## src/rtl/decode_ctrl.sv

```systemverilog
// decode_ctrl: RV32I decode/control stage feeding the ID/EX register.
// Decodes the fetched opcode into immediate-select and datapath controls,
// detects load-use hazards, and honours flush and execute-stage stall.
module decode_ctrl #(
    parameter logic [31:0] NOP_INST = 32'h0000_0013
) (
    input  logic        clk,
    input  logic        reset,
    input  logic        if_valid,
    input  logic [31:0] if_inst,
    input  logic [31:0] if_pc,
    input  logic        ex_stall,
    input  logic        flush,
    output logic        stall_req,
    output logic        ex_valid,
    output logic [31:0] ex_inst,
    output logic [31:0] ex_pc,
    output logic [3:0]  ex_imm_sel,
    output logic        ex_rf_we,
    output logic        ex_mem_rd,
    output logic        ex_mem_wr,
    output logic        ex_br,
    output logic        ex_jump,
    output logic        ex_illegal,
    output logic [1:0]  ex_wb_sel,
    output logic        ex_a_sel,
    output logic        ex_b_sel
);

    localparam logic [3:0] IMM_R  = 4'd0;
    localparam logic [3:0] IMM_S  = 4'd1;
    localparam logic [3:0] IMM_B  = 4'd2;
    localparam logic [3:0] IMM_U  = 4'd3;
    localparam logic [3:0] IMM_J  = 4'd4;
    localparam logic [3:0] IMM_I  = 4'd5;
    localparam logic [3:0] IMM_IS = 4'd6;

    localparam logic [1:0] WB_ALU = 2'd0;
    localparam logic [1:0] WB_MEM = 2'd1;
    localparam logic [1:0] WB_PC4 = 2'd2;

    typedef struct packed {
        logic [3:0] imm_sel;
        logic       rf_we;
        logic       mem_rd;
        logic       mem_wr;
        logic       br;
        logic       jump;
        logic       illegal;
        logic [1:0] wb_sel;
        logic       a_sel;
        logic       b_sel;
    } ctrl_t;

    // Bubble controls: everything off, immediate select parked on I-type.
    localparam ctrl_t CTRL_BUBBLE = '{imm_sel: IMM_I, wb_sel: WB_ALU, default: 1'b0};

    ctrl_t       dec_ctrl;
    logic        uses_rs1;
    logic        uses_rs2;
    logic        hazard;

    ctrl_t       ctrl_d,     ctrl_q;
    logic        ex_valid_d, ex_valid_q;
    logic [31:0] ex_inst_d,  ex_inst_q;
    logic [31:0] ex_pc_d,    ex_pc_q;

    // Opcode decode of the fetched instruction into controls and register usage.
    always_comb begin
        dec_ctrl = CTRL_BUBBLE;
        uses_rs1 = 1'b1;
        uses_rs2 = 1'b0;
        case (if_inst[6:0])
            7'b0110111, 7'b0010111: begin // LUI, AUIPC (EX zeroes operand A for LUI)
                dec_ctrl.imm_sel = IMM_U;
                dec_ctrl.rf_we   = 1'b1;
                dec_ctrl.a_sel   = 1'b1;
                dec_ctrl.b_sel   = 1'b1;
                uses_rs1         = 1'b0;
            end
            7'b1101111: begin // JAL
                dec_ctrl.imm_sel = IMM_J;
                dec_ctrl.rf_we   = 1'b1;
                dec_ctrl.jump    = 1'b1;
                dec_ctrl.a_sel   = 1'b1;
                dec_ctrl.b_sel   = 1'b1;
                dec_ctrl.wb_sel  = WB_PC4;
                uses_rs1         = 1'b0;
            end
            7'b1100111: begin // JALR
                dec_ctrl.rf_we   = 1'b1;
                dec_ctrl.jump    = 1'b1;
                dec_ctrl.b_sel   = 1'b1;
                dec_ctrl.wb_sel  = WB_PC4;
            end
            7'b1100011: begin // BRANCH
                dec_ctrl.imm_sel = IMM_B;
                dec_ctrl.br      = 1'b1;
                dec_ctrl.a_sel   = 1'b1;
                dec_ctrl.b_sel   = 1'b1;
                uses_rs2         = 1'b1;
            end
            7'b0000011: begin // LOAD
                dec_ctrl.rf_we   = 1'b1;
                dec_ctrl.mem_rd  = 1'b1;
                dec_ctrl.b_sel   = 1'b1;
                dec_ctrl.wb_sel  = WB_MEM;
            end
            7'b0100011: begin // STORE
                dec_ctrl.imm_sel = IMM_S;
                dec_ctrl.mem_wr  = 1'b1;
                dec_ctrl.b_sel   = 1'b1;
                uses_rs2         = 1'b1;
            end
            7'b0010011: begin // OP-IMM; shifts use the shamt immediate form
                dec_ctrl.imm_sel = (if_inst[13:12] == 2'b01) ? IMM_IS : IMM_I;
                dec_ctrl.rf_we   = 1'b1;
                dec_ctrl.b_sel   = 1'b1;
            end
            7'b0110011: begin // OP
                dec_ctrl.imm_sel = IMM_R;
                dec_ctrl.rf_we   = 1'b1;
                uses_rs2         = 1'b1;
            end
            7'b1110011: begin // SYSTEM
                dec_ctrl.rf_we   = 1'b1;
            end
            default: begin
                dec_ctrl.illegal = 1'b1;
                uses_rs1         = 1'b0;
            end
        endcase
    end

    assign hazard = ex_valid_q && ex_ctrl_mem_rd() && (ex_inst_q[11:7] != 5'd0) && if_valid &&
                    ((uses_rs1 && (if_inst[19:15] == ex_inst_q[11:7])) ||
                     (uses_rs2 && (if_inst[24:20] == ex_inst_q[11:7])));

    function automatic logic ex_ctrl_mem_rd();
        return ctrl_q.mem_rd;
    endfunction

    assign stall_req = hazard && !flush;

    // ID/EX next-state selection: flush > ex_stall > hazard > idle > load.
    always_comb begin
        ctrl_d     = ctrl_q;
        ex_valid_d = ex_valid_q;
        ex_inst_d  = ex_inst_q;
        ex_pc_d    = ex_pc_q;
        if (flush || (!ex_stall && (hazard || !if_valid))) begin
            ctrl_d     = CTRL_BUBBLE;
            ex_valid_d = 1'b0;
            ex_inst_d  = NOP_INST;
        end else if (!ex_stall) begin
            ctrl_d     = dec_ctrl;
            ex_valid_d = 1'b1;
            ex_inst_d  = if_inst;
            ex_pc_d    = if_pc;
        end
    end

    // ID/EX register; reset loads a bubble with a cleared PC.
    always_ff @(posedge clk) begin
        if (reset) begin
            ctrl_q     <= CTRL_BUBBLE;
            ex_valid_q <= 1'b0;
            ex_inst_q  <= NOP_INST;
            ex_pc_q    <= 32'd0;
        end else begin
            ctrl_q     <= ctrl_d;
            ex_valid_q <= ex_valid_d;
            ex_inst_q  <= ex_inst_d;
            ex_pc_q    <= ex_pc_d;
        end
    end

    assign ex_valid   = ex_valid_q;
    assign ex_inst    = ex_inst_q;
    assign ex_pc      = ex_pc_q;
    assign ex_imm_sel = ctrl_q.imm_sel;
    assign ex_rf_we   = ctrl_q.rf_we;
    assign ex_mem_rd  = ctrl_q.mem_rd;
    assign ex_mem_wr  = ctrl_q.mem_wr;
    assign ex_br      = ctrl_q.br;
    assign ex_jump    = ctrl_q.jump;
    assign ex_illegal = ctrl_q.illegal;
    assign ex_wb_sel  = ctrl_q.wb_sel;
    assign ex_a_sel   = ctrl_q.a_sel;
    assign ex_b_sel   = ctrl_q.b_sel;

endmodule
```

## config.mk

```make
export PLATFORM = sky130hd
export DESIGN_NAME = decode_ctrl
export DESIGN_NICKNAME = d
export VERILOG_FILES = /design/src/rtl/decode_ctrl.sv
export SDC_FILE = /design/constraint.sdc
export NUM_CORES = 1
export LEC_CHECK = 0
export CAP_MARGIN = 20
export CORE_MARGIN = 2
export CORE_UTILIZATION = 46
export DETAILED_ROUTE_END_ITERATION = 7
export GPL_TIMING_DRIVEN = 1
export PLACE_DENSITY = 0.91
export SLEW_MARGIN = 20
export SYNTH_ARGS = -nofsm -noshare
export SYNTH_HDL_FRONTEND = slang
export SYNTH_SLANG_ARGS = --single-unit
```

## constraint.sdc

```tcl
create_clock -name clk -period 6.1 [get_ports clk]
set_clock_uncertainty 0.2 [all_clocks]
set_input_delay 1.22 -clock clk [delete_from_list [all_inputs] [get_ports clk]]
set_output_delay 1.22 -clock clk [all_outputs]
set_load 0.02 [all_outputs]
```

==> results.toml <==
[outcome]
outcome = "finished clean"

[power_and_ir_drop]
power.share.switching_pct = 26.7
combPwrFrac_pct = 17.8
pwr-share-clk_pct = 32.5
p_leak_uw = 0.00193
ir_drop_mv = 0.0974
netSwitchingPower_uw = 289
p_int_uw = 791
power_frac_seq_pct = 49.7
pwr_density_cell_mw_per_mm2 = 210

[timing]
fmax_ghz = 0.188
tightest_slew_ns = 0.766
rsz0062_at_grt = "false"
slew_violations = 0
finalSetupViolCount = 0
hold_viol = 0
fin_crit_sh_pct = 87.4
relSlewSlack_pct = 48.9
tns_ns = 0
post-route-min-period_ns = 5.33
whs_ns = 0.275

[critical_path]
max_stage_delay_ns = 0.74
reg2reg_from = "ex_inst[9]"
cp_max_fo = 14
worst-endpoint-arrival_ns = 3.91
path_buf_inv = 2
cp.required_ns = 4.68
end_kind = "output pin"
path_cells = "clkdlybuf4s50_1 -> nand2b_1 -> a2111oi_2 -> nand2_1 -> a211oi_2 -> nor2b_1 -> clkdlybuf4s50_1"
critPathSlowestCell = "clkdlybuf4s50_1"
worstSetupPathType = "input pin to output pin"
cpMostUsedCell = "clkdlybuf4s50_1"
crit_path_start = "if_inst[6]"
start_kind = "input pin"
crit_family = "buffers and inverters"

[clock_network]
clk_pin_slew_ns = 0.08
clk_path_buf_depth = 2
hold_buffers = 0
root_buffer = "clkbuf_8"
tritoncts = "built"
clock_sinks = 78
htree_levels = 3
cts_setup_buffers = 0
cts_resized = 0
cts_made_buffers = 9
insertion_delay_ns = 0.35

[detailed_routing]
first_pass_iters = 4
vias = 3025
drt_iter0_markers = 112
route.antenna.remaining_nets = 0
drt_wl_total_um = 8980
viasPerCell = 5.01
routedWlPerCell_um = 14.9
drcViolationCount = 0

[die]
io_pins = 149
num_rows = 31
start_util_pct = 48.0
die_y_um = 91.2
die-area_mm2 = 0.00832
core_area_mm2 = 0.00729
die_x_um = 91.2

[global_routing]
antenna_found_initial = 0
grt_max_degree = 65
overflow = 0
grt_pass1_vias = 3047
grt_pass1_wl_um = 15000
track_usage_pct = 22.4

[synth]
synth-xor-area-share_pct = 2.50
synth_compound_area_share_pct = 7.15
synth_enable_flop_cells = 0
synthAdderAreaFrac_pct = 0
synth_cells = 364
synth_top_flop_cell = "dfxtp_1"
avgSynthCellArea_um2 = 9.61
synth.area.mux_share_pct = 17.4
synth-simple-area-share_pct = 23.0
yosysSeqAreaShare_pct = 44.6
synth_top_family_by_area = "simple AND/OR/NAND/NOR gates"
ys_warn_count = 0
syn_area_mm2 = 0.00350
synth_cell_types = 35
synth-async-reset-ratio_pct = 0
synth-seq-cells = 78
synth_nets = 433

[finish]
diodes = 0
finalNetCount = 569
area_growth_pct = 47.3
seq_area_mm2 = 0.00156
final_layout_size_suffix_gt1_share_pct = 4.55
fillCellCount = 579
multi_input_area_mm2 = 0.00176
final_cell_area_mm2 = 0.00515
most-common-layout-cells = "146 x clkdlybuf4s50_1, 78 x dfxtp_1, 69 x nand2b_1, 61 x mux2i_1, 44 x nor2_1"
mostFrequentLayoutCell = "clkdlybuf4s50_1"

[min_path]
holdCritStartpoint = "ex_pc[16]"
hp-class = "flop to flop"

[placement]
hpwl_um = 6530
portBuffers = 147
place.gp.congestion = 0.847
dpl_cell_area_mm2 = 0.00495

[job]
max_cap_violations = 0
==> layout make-up <==
| type | count | share of cell area, % |
|---|---|---|
| clock buffer | 12 | 2.82 |
| clock inverter | 4 | 0.607 |
| tap | 99 | 2.40 |
| inverter | 5 | 0.364 |
| multi-input combinational | 255 | 34.1 |
| timing repair buffer | 151 | 29.4 |
| sequential | 78 | 30.3 |
==> synth_stat cells (2+ instances only) <==
| library cell | instances | area [um^2] |
|---|---|---|
| a211o_1 | 3 | 26.3 |
| buf_6 | 8 | 90.1 |
| a21oi_1 | 10 | 50.1 |
| nand4_1 | 2 | 12.5 |
| o32ai_1 | 2 | 17.5 |
| nand3_1 | 4 | 20.0 |
| dfxtp_1 | 78 | 1560 |
| o22ai_1 | 2 | 12.5 |
| nand2b_1 | 69 | 432 |
| a22oi_1 | 2 | 15.0 |
| or4_1 | 2 | 15.0 |
| inv_1 | 5 | 18.8 |
| buf_1 | 2 | 7.51 |
| a21o_1 | 2 | 15.0 |
| mux2i_1 | 61 | 611 |
| nor2b_1 | 6 | 37.5 |
| nor3_1 | 8 | 40.0 |
| clkbuf_1 | 14 | 52.6 |
| xor2_1 | 10 | 87.6 |
| a31oi_1 | 2 | 12.5 |
| nand2_1 | 12 | 45.0 |
| o21ai_0 | 3 | 15.0 |
| a32oi_1 | 2 | 17.5 |
| nor2_1 | 44 | 165 |
==> worst paths after layout <==
check | slack, ns | depth (start not counted) | to
min | 0.27 | 2 | ex_pc[16]
max | 0.77 | 7 | stall_req
min reg2reg | 0.27 | 2 | ex_pc[16]
max reg2reg | 3.36 | 7 | ex_valid
==> through the flow <==
| stage | worst slack (ns) | std cells | total power [uW] | utilization, % |
|---|---|---|---|---|
| final | 0.770 | 604 | 1080 | 70.7 |
| after global routing | 0.537 | 604 | 1130 | 70.7 |
| after CTS | 0.755 | 603 | 1090 | 70.3 |
| after detailed placement | 0.805 | 587 | 738 | 67.9 |
| after global placement | 0.827 | 587 | 734 | 67.9 |
| after floorplan | 1.99 | 364 | 649 | - |
==> per-layer routing <==
| metal | global-route usage, % | vias to the layer above | routed length (um) |
|---|---|---|---|
| li1 | - | 1492 | - |
| met1 | 26.4 | 1374 | 3610 |
| met2 | 38.1 | 146 | 4380 |
| met3 | 7.39 | 13 | 874 |
| met4 | 7.58 | 0 | 111 |
| met5 | 0 | - | 0 |
==> registers in the layout (all words and copies together) (netlist names) <==
register	cells
ex_inst	32
ex_pc	32
ex_imm_sel	3
ex_wb_sel	2
ex_a_sel	1
ex_b_sel	1
ex_br	1
ex_illegal	1
ex_jump	1
ex_mem_rd	1
ex_mem_wr	1
ex_rf_we	1
ex_valid	1
==> power groups by stage <==
stage | clock (uW) | combinational [uW] | sequential, uW
floorplan | 0 | 80.8 | 568
global placement | 0 | 187 | 547
detailed placement | 0 | 190 | 548
CTS | 363 | 191 | 536
global route | 384 | 208 | 539
finish | 351 | 193 | 536
==> cell families (layout without fill, tap and decap cells) <==
family,Yosys count,count (layout)
compound gates,33,33
xor+xnor,10,10
buf+inv,31,172
flops,78,78
mux,61,61
other cells,1,1
simple gates,150,150
==> worst reg2reg max path, delay by kind of cell (launching register included) <==
family	cells	cell delay, ns
xor gates and xnor gates	1	0.18
buffers and inverters	1	0.24
and+or+nand+nor	2	0.50
DFF	1	0.37
AOI/OAI and AO/OA	3	1.11
Power figures use the tool's default switching activity.
